==> config.mk <==
export PLATFORM = sky130hd
export DESIGN_NAME = alu_seq_ctrl
export DESIGN_NICKNAME = d
export VERILOG_FILES = /design/src/rtl/alu_seq_ctrl.sv
export SDC_FILE = /design/constraint.sdc
export NUM_CORES = 1
export LEC_CHECK = 0
export BUFFER_PORTS_ARGS = -buffer_cell sky130_fd_sc_hd__buf_2
export CAP_MARGIN = 20
export CORE_UTILIZATION = 45
export DETAILED_ROUTE_END_ITERATION = 8
export GPL_TIMING_DRIVEN = 1
export PLACE_DENSITY = 0.7
export SLEW_MARGIN = 20
export SYNTH_ARGS = -nofsm -noshare
export SYNTH_HDL_FRONTEND = slang
export SYNTH_SLANG_ARGS = --single-unit
==> constraint.sdc <==
create_clock -name clk -period 2.77 [get_ports clk]
set_input_delay 0.4155 -clock clk [delete_from_list [all_inputs] [get_ports clk]]
set_output_delay 0.4155 -clock clk [all_outputs]
set_load 0.01 [all_outputs]
==> src/rtl/alu_seq_ctrl.sv <==
// Operation sequencer and display scheduler for the ALU/decoder datapath.
// Latches operands on a start request, captures ALU results and multiplexes two BCD digits.
module alu_seq_ctrl #(
   parameter int HOLD_CYCLES = 1024,
   parameter int SCAN_DIV    = 256
) (
   input  logic       clk,
   input  logic       rst_n,
   input  logic [2:0] num_a_in,
   input  logic [2:0] num_b_in,
   input  logic [1:0] sel_op_in,
   input  logic       mode_in,
   input  logic       start_in,
   input  logic [5:0] alu_res_in,
   output logic [2:0] alu_a_out,
   output logic [2:0] alu_b_out,
   output logic [1:0] alu_op_out,
   output logic       busy_out,
   output logic       done_out,
   output logic       disp_on_out,
   output logic       digit_sel_out,
   output logic [3:0] digit_val_out
);

   localparam int HW = $clog2(HOLD_CYCLES);
   localparam int SW = $clog2(SCAN_DIV);
   localparam logic [HW-1:0] HOLD_LAST = HW'(HOLD_CYCLES - 1);
   localparam logic [SW-1:0] SCAN_LAST = SW'(SCAN_DIV - 1);

   typedef enum logic [1:0] {IDLE, LOAD, EXEC, SHOW} state_t;

   state_t        state_reg, state_next;
   logic          sync1_reg, sync2_reg, sync3_reg;
   logic          start_pulse;
   logic [2:0]    a_reg, a_next;
   logic [2:0]    b_reg, b_next;
   logic [1:0]    op_reg, op_next;
   logic          mode_reg, mode_next;
   logic [5:0]    res_reg, res_next;
   logic [HW-1:0] hold_reg, hold_next;
   logic          done_reg, done_next;
   logic [SW-1:0] scan_reg;
   logic          sel_reg;
   logic [3:0]    ones, tens;

   // start_in is asynchronous: two flops for metastability, a third for edge detection
   assign start_pulse = sync2_reg & ~sync3_reg;

   always_ff @(posedge clk or negedge rst_n) begin
      if (!rst_n) begin
         sync1_reg <= 1'b0;
         sync2_reg <= 1'b0;
         sync3_reg <= 1'b0;
         state_reg <= IDLE;
         a_reg     <= '0;
         b_reg     <= '0;
         op_reg    <= '0;
         mode_reg  <= 1'b0;
         res_reg   <= '0;
         hold_reg  <= '0;
         done_reg  <= 1'b0;
      end else begin
         sync1_reg <= start_in;
         sync2_reg <= sync1_reg;
         sync3_reg <= sync2_reg;
         state_reg <= state_next;
         a_reg     <= a_next;
         b_reg     <= b_next;
         op_reg    <= op_next;
         mode_reg  <= mode_next;
         res_reg   <= res_next;
         hold_reg  <= hold_next;
         done_reg  <= done_next;
      end
   end

   always_comb begin
      state_next = state_reg;
      a_next     = a_reg;
      b_next     = b_reg;
      op_next    = op_reg;
      mode_next  = mode_reg;
      res_next   = res_reg;
      hold_next  = hold_reg;
      done_next  = 1'b0;
      case (state_reg)
         IDLE: if (start_pulse) state_next = LOAD;
         LOAD: begin
            a_next     = num_a_in;
            b_next     = num_b_in;
            mode_next  = mode_in;
            op_next    = mode_in ? 2'd0 : sel_op_in;
            state_next = EXEC;
         end
         EXEC: begin
            res_next   = alu_res_in;
            hold_next  = '0;
            state_next = SHOW;
         end
         SHOW: begin
            if (hold_reg == HOLD_LAST) begin
               // auto mode walks ops 0..3 before returning to IDLE
               if (mode_reg && op_reg != 2'd3) begin
                  op_next    = op_reg + 2'd1;
                  state_next = EXEC;
               end else begin
                  done_next  = 1'b1;
                  state_next = IDLE;
               end
            end else begin
               hold_next = hold_reg + 1'b1;
            end
         end
         default: state_next = IDLE;
      endcase
   end

   always_ff @(posedge clk or negedge rst_n) begin
      if (!rst_n) begin
         scan_reg <= '0;
         sel_reg  <= 1'b0;
      end else if (scan_reg == SCAN_LAST) begin
         scan_reg <= '0;
         sel_reg  <= ~sel_reg;
      end else begin
         scan_reg <= scan_reg + 1'b1;
      end
   end

   assign ones = 4'(res_reg % 6'd10);
   assign tens = 4'(res_reg / 6'd10);

   assign alu_a_out     = a_reg;
   assign alu_b_out     = b_reg;
   assign alu_op_out    = op_reg;
   assign busy_out      = (state_reg != IDLE);
   assign done_out      = done_reg;
   assign disp_on_out   = (state_reg == SHOW);
   assign digit_sel_out = sel_reg;
   assign digit_val_out = disp_on_out ? (sel_reg ? tens : ones) : 4'd0;

endmodule

# [Word level (Yosys, flattened, before mapping)]
# Cells that the tools add are included.
[classes] add_sub_neg=3 div_mod_pow=2 eq_ne=10 n_mux=16 bitwise=3 reduce_logical=8
[op_table] cell="10-bit one-hot mux with 2 select lines" n=1
[op_table] cell="2-bit two-way mux" n=6
[op_table] cell="10-bit by 1-bit adder with 10-bit output (second input constant)" n=1
[op_table] cell="10-bit equality test (second input constant)" n=1
[op_table] cell="10-bit two-way mux" n=1
[op_table] cell="8-bit by 1-bit adder with 8-bit output (second input constant)" n=1
[op_table] cell="8-bit equality test (second input constant)" n=1
[op_table] cell="4-bit two-way mux" n=2
[op_table] cell="8-bit two-way mux" n=1
[op_table] cell="2-bit one-hot mux with 4 select lines" n=1
[op_table] cell="6-bit by 4-bit divider with 6-bit output (second input constant)" n=1
[op_table] cell="6-bit by 4-bit modulo with 6-bit output (second input constant)" n=1
[op_table] cell="2-bit != test (second input constant)" n=3
[op_table] cell="2-bit nonzero test" n=3
[op_table] cell="2-bit equality test (second input constant)" n=2
[op_table] cell="2-bit by 1-bit != test with 1-bit output (second input constant)" n=2
[op_table] cell="2-bit one-hot mux with 2 select lines" n=1
[op_table] cell="2-bit AND reduction" n=2
[op_table] cell="1-bit two-way mux" n=3
[op_table] cell="3-bit AND reduction" n=1
[op_table] cell="2-bit by 1-bit adder with 2-bit output (second input constant)" n=1
[op_table] cell="2-bit by 1-bit equality test with 1-bit output (second input constant)" n=1
[op_table] cell="2-bit logical NOT" n=1
[op_table] cell="1-bit inverter" n=2
[op_table] cell="2 further kinds" n=2
[word_totals] regBits=40 in_bits=18 output_inout_bits=16 elab_cells=55

# [Depth between registers and ports, before layout]
[depth] word_depth=5 mapped_depth=9 mapped_depth_nobuf=7

# [Worst setup path before layout]
# No wires, ideal clock.
[synth_timing] path_kind="reg-to-output" start="register res_reg[4]" end="output digit_val_out[3]" t_arrival_ns=2.009 required_ns=2.355 setup_slack_ns=0.346 stages_incl_launch_ff=9 path_buffers=1 cell_sequence="dfrtp_1 buf_2 and2b_2 a21oi_1 o221a_2 ha_1 xnor2_1 o221a_2 nor4_1"
[synth_via] elab_chain_len=3 word_cells_on_any_way=4 cone_classes="div: 2; mux: 2"
[synth_rtl] element="from (decl)" line="39" rtl="logic [5:0] res_reg, res_next;"
[synth_rtl] element="from (signal assigned)" line="71" rtl="res_reg <= res_next;"
[synth_rtl] element="6-bit by 4-bit modulo with 6-bit output / 6-bit by 4-bit divider with 6-bit output (equally long branches)" line="130, 131"
[synth_rtl] element="4-bit two-way mux (*) (2 in a row)" line="140" rtl="assign digit_val_out = disp_on_out ? (sel_reg ? tens : ones) : 4'd0;"
[synth_rtl] element="to (decl)" line="22" rtl="output logic [3:0] digit_val_out"
# Mark *: on every way between the ends. The rest lies on a longest branch, timed or not.

# [Final worst setup path]
# Same ends and word-level chain as after synthesis.

==> impl_summary.log <==
INFO  metric outcome = completed
INFO  metric ws_path_type = register to output pin
INFO  metric cts_root_buf = sky130_fd_sc_hd__clkbuf_8
INFO  metric fin_setup_tns = 0 ns
INFO  metric fin_area = 0.00253 mm²
INFO  metric number_of_h_tree_levels = 2
INFO  metric timing.fmax = 380 MHz
INFO  metric synth-seq-cells = 40
INFO  metric seq_power_share = 44.8%
INFO  metric powerDensity = between 600 and 700 mW/mm²
INFO  metric ff2ff_path_depth = 5
INFO  metric hpwl = 3.01 mm
INFO  metric final.min_clock_period = 2.63 ns
INFO  metric avgSynthCellArea = 10.1 µm²
INFO  metric width_of_the_die = ~70 µm
INFO  metric routed_wire_length_per_instance = around 14 µm
INFO  metric internal_power = 0.00119 W
INFO  metric postSynthCellCount = 218
INFO  metric synth_edf_count = 0
INFO  metric post_synth_instance_area = 0.00220 mm²
INFO  metric syn_nets = between 200 and 250
INFO  metric overflow = 0
INFO  metric boundaryPins = 34
INFO  metric post_cts_hold_buffer_count = 0
INFO  metric core_region_area = 0.00472 mm²
INFO  metric power.static_leakage = 1.18 nW
INFO  metric port_buffers = 33
INFO  metric worstSkewPairLatency = around 0.29 ns
INFO  metric timing_max_transition_violations_final = 0
INFO  metric largest_net_degree_at_the_start_of_global_routing = 41
INFO  metric via_count = 1731
INFO  metric final.hold.worst_slack = 0.224 ns
INFO  metric layout-drive-gt1-share = 29.3%
INFO  metric critPathMaxFanout = 6
INFO  metric diodes = 0
INFO  metric cts_sink_cnt = 40
INFO  metric yosysWarnings = 0
INFO  metric area_growth = 15.0%
INFO  metric arrival_time_reported_for_the_critical_path_endpoint = 2.22 ns
INFO  metric synthArstFlopShare = 100%
INFO  metric clock_tree_from_tritoncts = done
INFO  metric antenna_left = 0
INFO  metric synth_flop_cell = sky130_fd_sc_hd__dfrtp_1
INFO  metric netlist-cell-type-count = 57
INFO  metric mostFrequentLayoutCells = sky130_fd_sc_hd__dfrtp_1, sky130_fd_sc_hd__buf_2, sky130_fd_sc_hd__a21oi_1
INFO  metric pnr_total_power = 0.00171 W
INFO  metric route.detailed.vias_per_inst = 5.48
INFO  metric cts_buffer_depth = 2
INFO  metric wl = 4.40 mm
INFO  metric design.die.area = 0.00517 mm²
INFO  metric initial_core_util = approximately 47%
INFO  metric final_core_util = between 50% and 60%
INFO  metric first_iter_violations = roughly 120
INFO  metric grt_pass1_wl = 7.35 mm
INFO  metric groute.usage.overall = 18.3%
INFO  metric hold_viol_final = 0
INFO  metric detail_route.first_pass.iterations = 4
INFO  metric clockPowerShare = 29.7%
INFO  metric power.share.switching = 30.3%
INFO  metric cts-buffers-inserted = 5
INFO  metric detailed_place.area = 0.00237 mm²
INFO  metric chipHeight = 71.9 µm
INFO  metric detail_route.drc_violations = 0
INFO  metric worst_relative_slew_slack = 42.4%
INFO  metric total_of_max_cap_violations = 0
INFO  metric via_count_of_the_first_global_routing_pass = 1629
INFO  metric mostFrequentLayoutCell = sky130_fd_sc_hd__dfrtp_1
INFO  metric post-route-period-util = 95.1%
INFO  metric worst_hold_path_type = primary input to register
INFO  metric fin_nets = 270
INFO  metric worst_hold_path.num_cells = 1
INFO  metric critPathLaunchType = register
INFO  metric unrepaired_setup_endpoints_after_global_routing = no
INFO  metric worst_slew_pin_slew = 0.863 ns
INFO  metric worst_ep_required_time = roughly 2.4 ns
INFO  metric setup_viol_count_final = 0
INFO  metric worst_ir_drop_vdd = 0.401 mV
INFO  metric largest_reg_flops = 10
INFO  metric worst_clock_skew = 0.00638 ns
INFO  metric fp-row-count = 25
INFO  metric fillerInstances = 420
INFO  metric power.net_switching = 0.000518 W
INFO  metric cts.clk_slew.worst_paths = 0.08 ns
INFO  metric power.combinational.fraction = 25.6%
INFO  metric synth.yosys.seq_area_share = 45.5%
INFO  metric gp_congestion = 0.815
INFO  metric antenna_found_initial = 0
INFO  metric setup.worst_path.end_class = output pin
## cell type report
class	count	area, µm²	area share (%)
Multi-Input combinational cell	150	1060	42.0
Sequential cell	40	1000	39.6
Timing Repair Buffer	40	218	8.60
Tap cell	67	83.8	3.31
Clock buffer	6	82.6	3.26
Inverter	11	41.3	1.63
Clock inverter	2	38.8	1.53
## cells by family (layout without fill, tap and decap cells)
kind of cell | Yosys count | in the layout | synth area share (%)
simple gates | 71 | 71 | 17.9
compound gates | 52 | 52 | 17.0
flops | 40 | 40 | 45.5
buf+inv | 28 | 59 | 6.59
mux | 14 | 14 | 7.22
xor+xnor | 9 | 9 | 3.58
fa+ha+maj | 4 | 4 | 2.27
## power by group through the flow
stage	clock network [W]	registers (W)	logic, W
floorplan	0	0.000731	0.000350
global placement	0	0.000772	0.000401
detailed placement	0	0.000775	0.000414
CTS	0.000517	0.000764	0.000415
global route	0.000537	0.000782	0.000488
finish	0.000507	0.000765	0.000437
## stage by stage
stage	setup WS, ns	cells
floorplan	0.346	218
global placement	0.340	304
detailed placement	0.290	304
CTS	0.00678	312
global route	0.0327	316
finish	0.137	316
## critical path, cell delays in order (launching register included)
cell	delay, ns
sky130_fd_sc_hd__dfrtp_2	0.44
sky130_fd_sc_hd__and2b_2	0.26
sky130_fd_sc_hd__a21oi_1	0.06
sky130_fd_sc_hd__o221a_2	0.26
sky130_fd_sc_hd__ha_2	0.20
sky130_fd_sc_hd__o21bai_1	0.15
sky130_fd_sc_hd__a311oi_1	0.32
sky130_fd_sc_hd__nor4_2	0.08
sky130_fd_sc_hd__buf_2	0.15
## cell usage after synthesis, drive strengths merged, types with 3 or more instances
library cell  number  share of area, %
nor2b              4               1.1
and3               6               1.8
clkbuf             9               2.0
nor3               5               1.1
mux2              12               6.3
inv               11               1.9
ha                 4               2.3
o21ai              7               1.6
nand2             12               2.0
xnor2              5               2.0
a31oi              4               1.1
xor2               4               1.6
nor2               9               1.5
nor3b              3               1.0
nand4              3              0.85
a21oi             15               3.6
and2               3              0.85
dfrtp             40                45
buf                8               2.7
nand3             10               2.3
nand2b             7               2.0
## per-layer routing
metal / wire length [µm] / vias to the layer above / GRT usage (%)
met3: 180 / 5 / 3.61
met5: 0 / - / 0
met1: 2030 / 847 / 24.0
met4: 59 / 0 / 6.97
li1: - / 844 / -
met2: 2130 / 35 / 30.1
## final timing paths
kind | slack, ns | from | end
setup / recovery | 0.14 | res_reg[4]$_DFFE_PN0P_ | digit_val_out[3]
hold / removal | 0.22 | start_in | sync1_reg$_DFF_PN0_
setup reg to reg | 0.87 | hold_reg[0]$_DFFE_PN0P_ | hold_reg[7]$_DFFE_PN0P_
hold reg to reg | 0.37 | sync1_reg$_DFF_PN0_ | sync2_reg$_DFF_PN0_
max in group asynchronous | 1.94 | rst_n | res_reg[4]$_DFFE_PN0P_
min in group asynchronous | 0.23 | rst_n | hold_reg[0]$_DFFE_PN0P_
## timing repair
action                     CTS  global route
pin swaps                    0             2
buffers inserted             0             4
gates resized for setup      2             2
setup endpoints to repair    1             1
gates cloned                 0             0
Power figures use the tool's default switching activity.
